===== src/rtl/pcie_irq_pkg.sv =====
// Shared types and defaults for the user-IRQ request generator.
package pcie_irq_pkg;

  typedef enum logic [1:0] {
    IRQ_IDLE     = 2'd0,
    IRQ_ASSERT   = 2'd1,
    IRQ_WAIT_ACK = 2'd2,
    IRQ_HOLDOFF  = 2'd3
  } irq_state_e;

  localparam int RETRY_W         = 8;
  localparam int DEF_NUM_SRC     = 4;
  localparam int DEF_PULSE_W     = 4;
  localparam int DEF_ACK_TIMEOUT = 1024;
  localparam int DEF_HOLDOFF     = 16;

endpackage


===== src/rtl/pcie_sync_edge.sv =====
// Two-flop synchroniser followed by a rising-edge detector; sync reset flushes all stages.
module pcie_sync_edge (
  input  logic clk,
  input  logic rst,
  input  logic din,
  output logic rise
);

  logic s1, s2, s3;

  always_ff @(posedge clk) begin
    if (rst) begin
      s1 <= 1'b0;
      s2 <= 1'b0;
      s3 <= 1'b0;
    end else begin
      s1 <= din;
      s2 <= s1;
      s3 <= s2;
    end
  end

  assign rise = s2 & ~s3;

endmodule


===== src/rtl/pcie_irq_gen.sv =====
// User-side interrupt source: pending/mask/in-service tracking and a pulsed request
// with ack wait, timeout retry and post-ack hold-off.
module pcie_irq_gen
  import pcie_irq_pkg::*;
#(
  parameter int NUM_SRC     = DEF_NUM_SRC,
  parameter int PULSE_W     = DEF_PULSE_W,
  parameter int ACK_TIMEOUT = DEF_ACK_TIMEOUT,
  parameter int HOLDOFF     = DEF_HOLDOFF
) (
  input  logic               clk,
  input  logic               rst,
  input  logic [NUM_SRC-1:0] src_evt_i,
  input  logic [NUM_SRC-1:0] irq_mask_i,
  input  logic [NUM_SRC-1:0] pend_clr_i,
  input  logic               irq_ack_i,
  output logic               user_irq_req_o,
  output logic [NUM_SRC-1:0] irq_pending_o,
  output logic [NUM_SRC-1:0] irq_cause_o,
  output logic               irq_busy_o,
  output logic [RETRY_W-1:0] irq_retry_cnt_o
);

  localparam int PW_W = $clog2(PULSE_W + 1);
  localparam int TO_W = $clog2(ACK_TIMEOUT);
  localparam int HO_W = $clog2(HOLDOFF + 1);

  irq_state_e         state, state_nx;
  logic [NUM_SRC-1:0] pending, in_svc, cause, avail;
  logic [PW_W-1:0]    pulse_cnt;
  logic [TO_W-1:0]    to_cnt;
  logic [HO_W-1:0]    ho_cnt;
  logic [RETRY_W-1:0] retry_cnt;
  logic               req, ack_pe, ack_seen, trig, snap, timeout, entering;

  pcie_sync_edge u_ack_sync (
    .clk  (clk),
    .rst  (rst),
    .din  (irq_ack_i),
    .rise (ack_pe)
  );

  assign avail    = pending & ~irq_mask_i & ~in_svc;
  assign trig     = |avail;
  assign entering = (state_nx != state);

  always_comb begin
    state_nx = state;
    snap     = 1'b0;
    timeout  = 1'b0;
    case (state)
      IRQ_IDLE: begin
        if (trig) begin
          snap     = 1'b1;
          state_nx = IRQ_ASSERT;
        end
      end
      IRQ_ASSERT: begin
        if (pulse_cnt == PW_W'(PULSE_W - 1)) state_nx = IRQ_WAIT_ACK;
      end
      IRQ_WAIT_ACK: begin
        if (ack_pe || ack_seen) begin
          state_nx = IRQ_HOLDOFF;
        end else if (to_cnt == TO_W'(ACK_TIMEOUT - 1)) begin
          timeout  = 1'b1;
          state_nx = IRQ_ASSERT;
        end
      end
      IRQ_HOLDOFF: begin
        if (ho_cnt == HO_W'(HOLDOFF - 1)) state_nx = IRQ_IDLE;
      end
      default: state_nx = IRQ_IDLE;
    endcase
  end

  always_ff @(posedge clk) begin
    if (rst) begin
      state     <= IRQ_IDLE;
      req       <= 1'b0;
      pending   <= '0;
      in_svc    <= '0;
      cause     <= '0;
      ack_seen  <= 1'b0;
      pulse_cnt <= '0;
      to_cnt    <= '0;
      ho_cnt    <= '0;
      retry_cnt <= '0;
    end else begin
      state   <= state_nx;
      req     <= (state_nx == IRQ_ASSERT);
      pending <= (pending & ~pend_clr_i) | src_evt_i;
      in_svc  <= (in_svc & ~pend_clr_i) | (snap ? avail : '0);
      if (snap) cause <= avail;

      // An ack that lands while the pulse is still high is remembered for WAIT_ACK.
      if (entering && state_nx == IRQ_ASSERT) ack_seen <= 1'b0;
      else if (state == IRQ_ASSERT && ack_pe) ack_seen <= 1'b1;

      if (entering) begin
        pulse_cnt <= '0;
        to_cnt    <= '0;
        ho_cnt    <= '0;
      end else begin
        if (state == IRQ_ASSERT)   pulse_cnt <= pulse_cnt + PW_W'(1);
        if (state == IRQ_WAIT_ACK) to_cnt    <= to_cnt + TO_W'(1);
        if (state == IRQ_HOLDOFF)  ho_cnt    <= ho_cnt + HO_W'(1);
      end

      if (timeout && retry_cnt != '1) retry_cnt <= retry_cnt + RETRY_W'(1);
    end
  end

  assign user_irq_req_o  = req;
  assign irq_pending_o   = pending;
  assign irq_cause_o     = cause;
  assign irq_busy_o      = (state != IRQ_IDLE);
  assign irq_retry_cnt_o = retry_cnt;

endmodule


===== config.mk =====
export PLATFORM = sky130hd
export DESIGN_NAME = pcie_irq_gen
export DESIGN_NICKNAME = d
export VERILOG_FILES = /design/src/rtl/pcie_irq_pkg.sv /design/src/rtl/pcie_sync_edge.sv /design/src/rtl/pcie_irq_gen.sv
export SDC_FILE = /design/constraint.sdc
export NUM_CORES = 1
export LEC_CHECK = 0
export CAP_MARGIN = 30
export CORE_MARGIN = 2
export CORE_UTILIZATION = 48
export DETAILED_ROUTE_END_ITERATION = 7
export PLACE_DENSITY_LB_ADDON = 0.05
export SLEW_MARGIN = 20
export SYNTH_ARGS = -nofsm -noshare
export SYNTH_HDL_FRONTEND = slang
export SYNTH_HIERARCHICAL = 1
export SYNTH_SLANG_ARGS = --single-unit

===== constraint.sdc =====
create_clock -name clk -period 2.9 [get_ports clk]
set_input_delay 0.58 -clock clk [delete_from_list [all_inputs] [get_ports clk]]
set_output_delay 0.58 -clock clk [all_outputs]
set_load 0.05 [all_outputs]

==> results.py, run 1 <==
metrics = {
    "detailed_routing": {
        "routed_wirelength_mm": 3.89,
        "dr.pass1.iters": 4,
        "routedWlPerCell_um": 12.6,
        "drt-initial-drc-count": 81,
        "via_count": 1662,
        "viasPerCell": 5.40,
        "ant_nets": 0,
        "drc": 0,
    },
    "floorplan": {
        "die_y_um": 69.1,
        "rows": 23,
        "dieArea_um2": 4780,
        "coreArea_um2": 4030,
        "die_x_um": 69.1,
        "initial_core_util_pct": 50.5,
        "io_pins": 33,
    },
    "clock_tree": {
        "clk-insertion-delay-late_ps": 300,
        "cts.sinks": 45,
        "htree_levels": 2,
        "post_cts_buffers": 0,
        "cts_tree": "yes",
        "cts_buffers": 5,
        "cts_resized": 0,
        "cts_hold_buf": 0,
        "cts_root_buffer": "clkbuf_8",
        "clk_pin_slew_ps": 70,
        "cts_max_path_buffers": 2,
    },
    "worst_setup_path": {
        "critPathMaxFanout": 15,
        "crit_chain": "nor2_1 > inv_1 > clkdlybuf4s50_1",
        "slowest_delay_ps": 810,
        "crit_path_start_kind": "flop",
        "crit_slowest_cell": "clkdlybuf4s50_1",
        "cp.required_ps": 2320,
        "cp.depth": 3,
        "critPathTopFamily": "buffers and inverters",
        "crit_type": "reg -> out",
        "cp_num_buf_inv": 2,
        "reg2reg_depth": 4,
        "arrival_ps": 1880,
        "cp-end-kind": "output port",
    },
    "placement": {
        "placed_area_um2": 2400,
        "globalplace.congestion": 0.827,
        "portBuffers": 32,
        "dpl.hpwl_mm": 2.81,
    },
    "timing": {
        "slew_headroom_pct": 45.5,
        "setup_viol": 0,
        "clock.fmax_mhz": 406,
        "finalSetupTns_ps": 0,
        "rsz0062_at_grt": "no",
        "finalCritPeriodShare_pct": 84.8,
        "worst_slew_pin_slew_ps": 815,
        "maxSlewViolCount": 0,
        "hold_viol": 0,
        "finalClockSkew_ps": 5.82,
        "min_period_ps": 2460,
    },
    "global_routing": {
        "antenna_found_initial": 0,
        "grt_pass1_wl_mm": 7.24,
        "grt_overflow": 0,
        "grtUsageTotal_pct": 18.1,
        "grt_pass1_vias": 1606,
        "grt_max_degree": 24,
    },
    "synth": {
        "synthAdderAreaFrac_pct": 3.69,
        "muxShareOfSynthArea_pct": 3.07,
        "synth_edf_count": 0,
        "netlist_instances": 225,
        "synthFlopType": "dfxtp_1",
        "synth_simple_gate_area_share_pct": 27.8,
        "synth_area_per_cell_um2": 9.05,
        "async_reset_ff_share_pct": 0,
        "yosys_warnings": 6,
        "yosysUniqueCellTypes": 44,
        "yosysSeqAreaShare_pct": 44.3,
        "synth_top_family_by_area": "simple AND/OR/NAND/NOR gates",
        "yosys_register_bits": 45,
        "synth.cell_area_um2": 2040,
        "synth_compound_area_share_pct": 11.1,
        "synth_xor_area_share_pct": 5.59,
        "syn_nets": 246,
    },
    "cells_and_area": {
        "diodes": 0,
        "drive_gt1_share_pct": 6.20,
        "design_area_um2": 2490,
        "area_growth_pct": 22.3,
        "num-nets-final": 279,
    },
    "hold_path": {
        "hold_depth": 2,
        "hp-class": "reg -> reg",
    },
    "run": {
        "max-cap-violations": 0,
    },
    "outcome": {
        "status": "completed",
    },
    "power_and_ir_drop": {
        "ir_drop_v": 0.000382,
        "cellPowerDensity_nw_per_um2": 475,
        "p_leak_uw": 0.000916,
    },
}
[layout by cell type, fill, tap and decap left out, drive strengths merged, types with 3 or more instances in the layout]
cell type      count
clkbuf             7
nand2             21
nor3b              4
mux2i              4
nor2              13
xor2               6
xnor2              7
ha                 6
nor4               3
nor2b              9
buf                4
a21oi             18
inv               12
and4               5
nor3              18
clkdlybuf4s50     32
or4                3
dfxtp             45
nand3              7
and3               3
[registers in the layout (all words and copies together), names as in the netlist]
signal           cells
in_svc               4
u_ack_sync/s1        1
u_ack_sync/s3        1
irq_pending_o        4
to_cnt              10
u_ack_sync/s2        1
ho_cnt               5
pulse_cnt            3
irq_cause_o          4
user_irq_req_o       1
state                2
ack_seen             1
irq_retry_cnt_o      8
[worst min-delay path, delay by kind of cell (launching register included)]
family,cells,cell delay (ps)
AO/OA/AOI/OAI,1,50
flip-flops,1,310
AND/OR/NAND/NOR,1,50
[final timing paths]
path             start            endpoint  slack, ps
min          in_svc[1]           in_svc[1]        460
max reg2reg   state[1]  irq_retry_cnt_o[6]        690
max           state[1]          irq_busy_o        440
min reg2reg  in_svc[1]           in_svc[1]        460
[synthesized netlist by cell type, types with 3 or more instances]
| cell | count | area share [%] |
|---|---|---|
| a21oi_1 | 18 | 4.4 |
| and3_1 | 3 | 0.92 |
| and4_1 | 5 | 2.2 |
| clkbuf_1 | 8 | 1.5 |
| dfxtp_1 | 45 | 44 |
| ha_1 | 6 | 3.7 |
| inv_1 | 12 | 2.2 |
| mux2i_1 | 4 | 2.0 |
| nand2_1 | 21 | 3.9 |
| nand3_1 | 7 | 1.7 |
| nor2_1 | 13 | 2.4 |
| nor2b_1 | 8 | 2.5 |
| nor3_1 | 18 | 4.4 |
| nor3b_1 | 4 | 1.5 |
| nor4_1 | 3 | 0.92 |
| or4_1 | 3 | 1.1 |
| xnor2_1 | 7 | 3.0 |
| xor2_1 | 6 | 2.6 |
[power breakdown]
group	internal, µW	leakage [µW]	switching [µW]	total (µW)
Clock	189	0.0000443	194	383
Combinational	60.7	0.000506	91.3	152
Sequential	634	0.000366	12.4	647
[logic make-up after synthesis]
kind of cell,Yosys count
and+or+nand+nor,98
DFF,45
AOI/OAI and AO/OA,35
buffers and inverters,22
xor gates and xnor gates,13
muxes,6
adders and majority gates,6
[final cells by class]
class | instances | area, µm²
flip-flops and latches | 45 | 901
multi-input cells | 158 | 1040
fillers | 385 | 1540
inverters | 12 | 45.0
well taps | 50 | 62.6
clock buffers | 7 | 86.3
repair buffers | 36 | 350
[per-layer routing]
metal / wire length (µm) / track usage (%)
met1: 2060 / 25.5
met2: 1670 / 26.9
met3: 156 / 6.43
met4: 8 / 3.92
met5: 0 / 0
[through the flow]
stage / hold slack, ps / util [%] / cells / worst slack, ps / power (µW)
floorplan: 414 / - / 225 / 865 / 753
global placement: 443 / 59.7 / 301 / 632 / 813
detailed placement: 444 / 59.7 / 301 / 610 / 814
CTS: 460 / 61.8 / 308 / 424 / 1200
global route: 477 / 61.8 / 308 / 318 / 1240
finish: 457 / 61.8 / 308 / 440 / 1180
No activity file was read; power rests on OpenSTA's default activity.
==> run 2: changes to the inputs <==
==> constraint.sdc (replaced) <==
create_clock -name clk -period 2.5 [get_ports clk]
set_input_delay 0.5 -clock clk [delete_from_list [all_inputs] [get_ports clk]]
set_output_delay 0.5 -clock clk [all_outputs]
set_load 0.05 [all_outputs]
==> run 2 against run 1 <==
Critical path depth is the same. Hold slack is essentially flat. Sequential share of layout area shrank 0.50 points. Clock power grew 14%. First-iteration DRC count grew 65%. Worst setup slack lost 240 ps. Final area grew 1.4%. Utilization grew 0.87 points. Global-route usage shrank 1.1 points. Count of clock-buffer cells in the layout is the same. Flip-flop and latch count is the same. Sequential power grew 16%.
==> results.py, run 2 (synthesis gave the netlist of run 1 again) <==
metrics = {
    "worst_setup_path": {
        "cp-end-kind": "output port",
        "crit_start": "state[0]",
        "crit_type": "reg -> out",
        "arrival_ps": 1800,
        "cp.required_ps": 2000,
        "critPathMaxFanout": 12,
        "r2r_start": "state[0]",
        "crit_path_start_kind": "flop",
    },
    "placement": {
        "placed_area_um2": 2440,
        "globalplace.congestion": 0.861,
        "portBuffers": 32,
        "dpl.hpwl_mm": 2.70,
        "dp.cells": 304,
    },
    "detailed_routing": {
        "dr.pass1.iters": 4,
        "viasPerCell": 5.32,
        "drc": 0,
        "ant_nets": 0,
        "via_count": 1656,
        "routed_wirelength_mm": 3.88,
        "routedWlPerCell_um": 12.5,
        "drt-initial-drc-count": 134,
    },
    "timing": {
        "hold_viol": 0,
        "setup_viol": 0,
        "finalCritPeriodShare_pct": 92.0,
        "worst_slew_pin_slew_ps": 500,
        "maxSlewViolCount": 0,
        "rsz0062_at_grt": "no",
        "clock.fmax_mhz": 435,
        "whs_ps": 457,
        "slew_headroom_pct": 66.5,
        "finalClockSkew_ps": 4.98,
        "finalSetupTns_ps": 0,
        "min_period_ps": 2300,
    },
    "power_and_ir_drop": {
        "power_frac_comb_pct": 13.6,
        "ir_drop_v": 0.000474,
        "power.internal_uw": 1030,
        "p_leak_uw": 0.000936,
        "p_seq_share_pct": 54.6,
        "total_power_uw": 1370,
        "clockPowerShare_pct": 31.9,
        "cellPowerDensity_nw_per_um2": 544,
        "swShare_pct": 24.8,
        "p_sw_uw": 341,
    },
    "clock_tree": {
        "cts_root_buffer": "clkbuf_8",
        "cts_hold_buf": 0,
        "cts_resized": 0,
        "htree_levels": 2,
        "clk_pin_slew_ps": 80,
        "cts_max_path_buffers": 2,
        "cts_buffers": 5,
        "cts.sinks": 45,
        "post_cts_buffers": 0,
        "clk-insertion-delay-late_ps": 290,
        "cts_tree": "yes",
    },
    "floorplan": {
        "die_x_um": 69.1,
        "die_y_um": 69.1,
        "rows": 23,
        "io_pins": 33,
        "dieArea_um2": 4780,
        "initial_core_util_pct": 50.5,
        "coreArea_um2": 4030,
    },
    "hold_path": {
        "hp-class": "reg -> reg",
        "hold_start": "in_svc[2]",
    },
    "cells_and_area": {
        "area_growth_pct": 24.0,
        "largest_reg_flops": 10,
        "fillers": 365,
        "regMostFlops": "to_cnt",
        "num-nets-final": 282,
        "finalNonFillerCells": 311,
        "drive_gt1_share_pct": 7.28,
        "diodes": 0,
        "layout_commonest_cell": "dfxtp_1",
        "mostFrequentLayoutCells": "dfxtp_1, clkdlybuf4s50_1, nand2_1, a21oi_1, nor3_1",
        "design_area_um2": 2520,
    },
    "global_routing": {
        "grt_max_degree": 48,
        "grt_pass1_wl_mm": 6.83,
        "grtUsageTotal_pct": 17.1,
        "antenna_found_initial": 0,
        "grt_overflow": 0,
        "grt_pass1_vias": 1516,
    },
    "outcome": {
        "status": "completed",
    },
    "run": {
        "max-cap-violations": 0,
    },
}
-- run 2: cell types whose count changed in the layout (fill, tap and decap cells not counted) --
cell    change
buf_4       +2
buf_12      +1
-- run 2: final timing paths --
kind	to	slack (ps)	depth (start not counted)
setup reg to reg	irq_retry_cnt_o[5]	360	4
setup / recovery	irq_busy_o	200	3
hold reg to reg	in_svc[2]	460	2
hold / removal	in_svc[2]	460	2
-- run 2: layer usage --
| metal | routed length, µm | up-vias | GRT usage [%] |
|---|---|---|---|
| met1 | 2020 | 749 | 24.5 |
| met5 | 0 | - | 0 |
| met3 | 161 | 7 | 4.39 |
| met4 | 57 | 0 | 6.32 |
| li1 | - | 867 | - |
| met2 | 1650 | 33 | 24.7 |
-- run 2: final cells by class --
cell class,instances,area [µm²],area share (%)
well taps,50,62.6,2.48
flip-flops and latches,45,901,35.7
multi-input cells,158,1040,41.4
repair buffers,39,385,15.3
inverters,12,45.0,1.78
clock buffers,7,86.3,3.42
-- run 2: critical path, stage by stage, from the launching register on --
cell	delay [ps]
dfxtp_1	550
nor2_1	100
inv_1	80
clkdlybuf4s50_1	790
-- run 2: through the flow --
stage | setup slack [ps] | util [%]
after floorplan | 465 | -
after CTS | 174 | 62.7
after global placement | 323 | 60.5
final | 201 | 62.7
after detailed placement | 279 | 60.5
after global routing | 95.2 | 62.7
-- run 2: power by group through the flow --
stage | combinational [µW] | sequential (µW) | clock [µW]
after floorplan | 79.4 | 794 | 0
after global placement | 186 | 767 | 0
after detailed placement | 187 | 768 | 0
after CTS | 188 | 751 | 456
after global routing | 202 | 753 | 486
final | 186 | 750 | 438
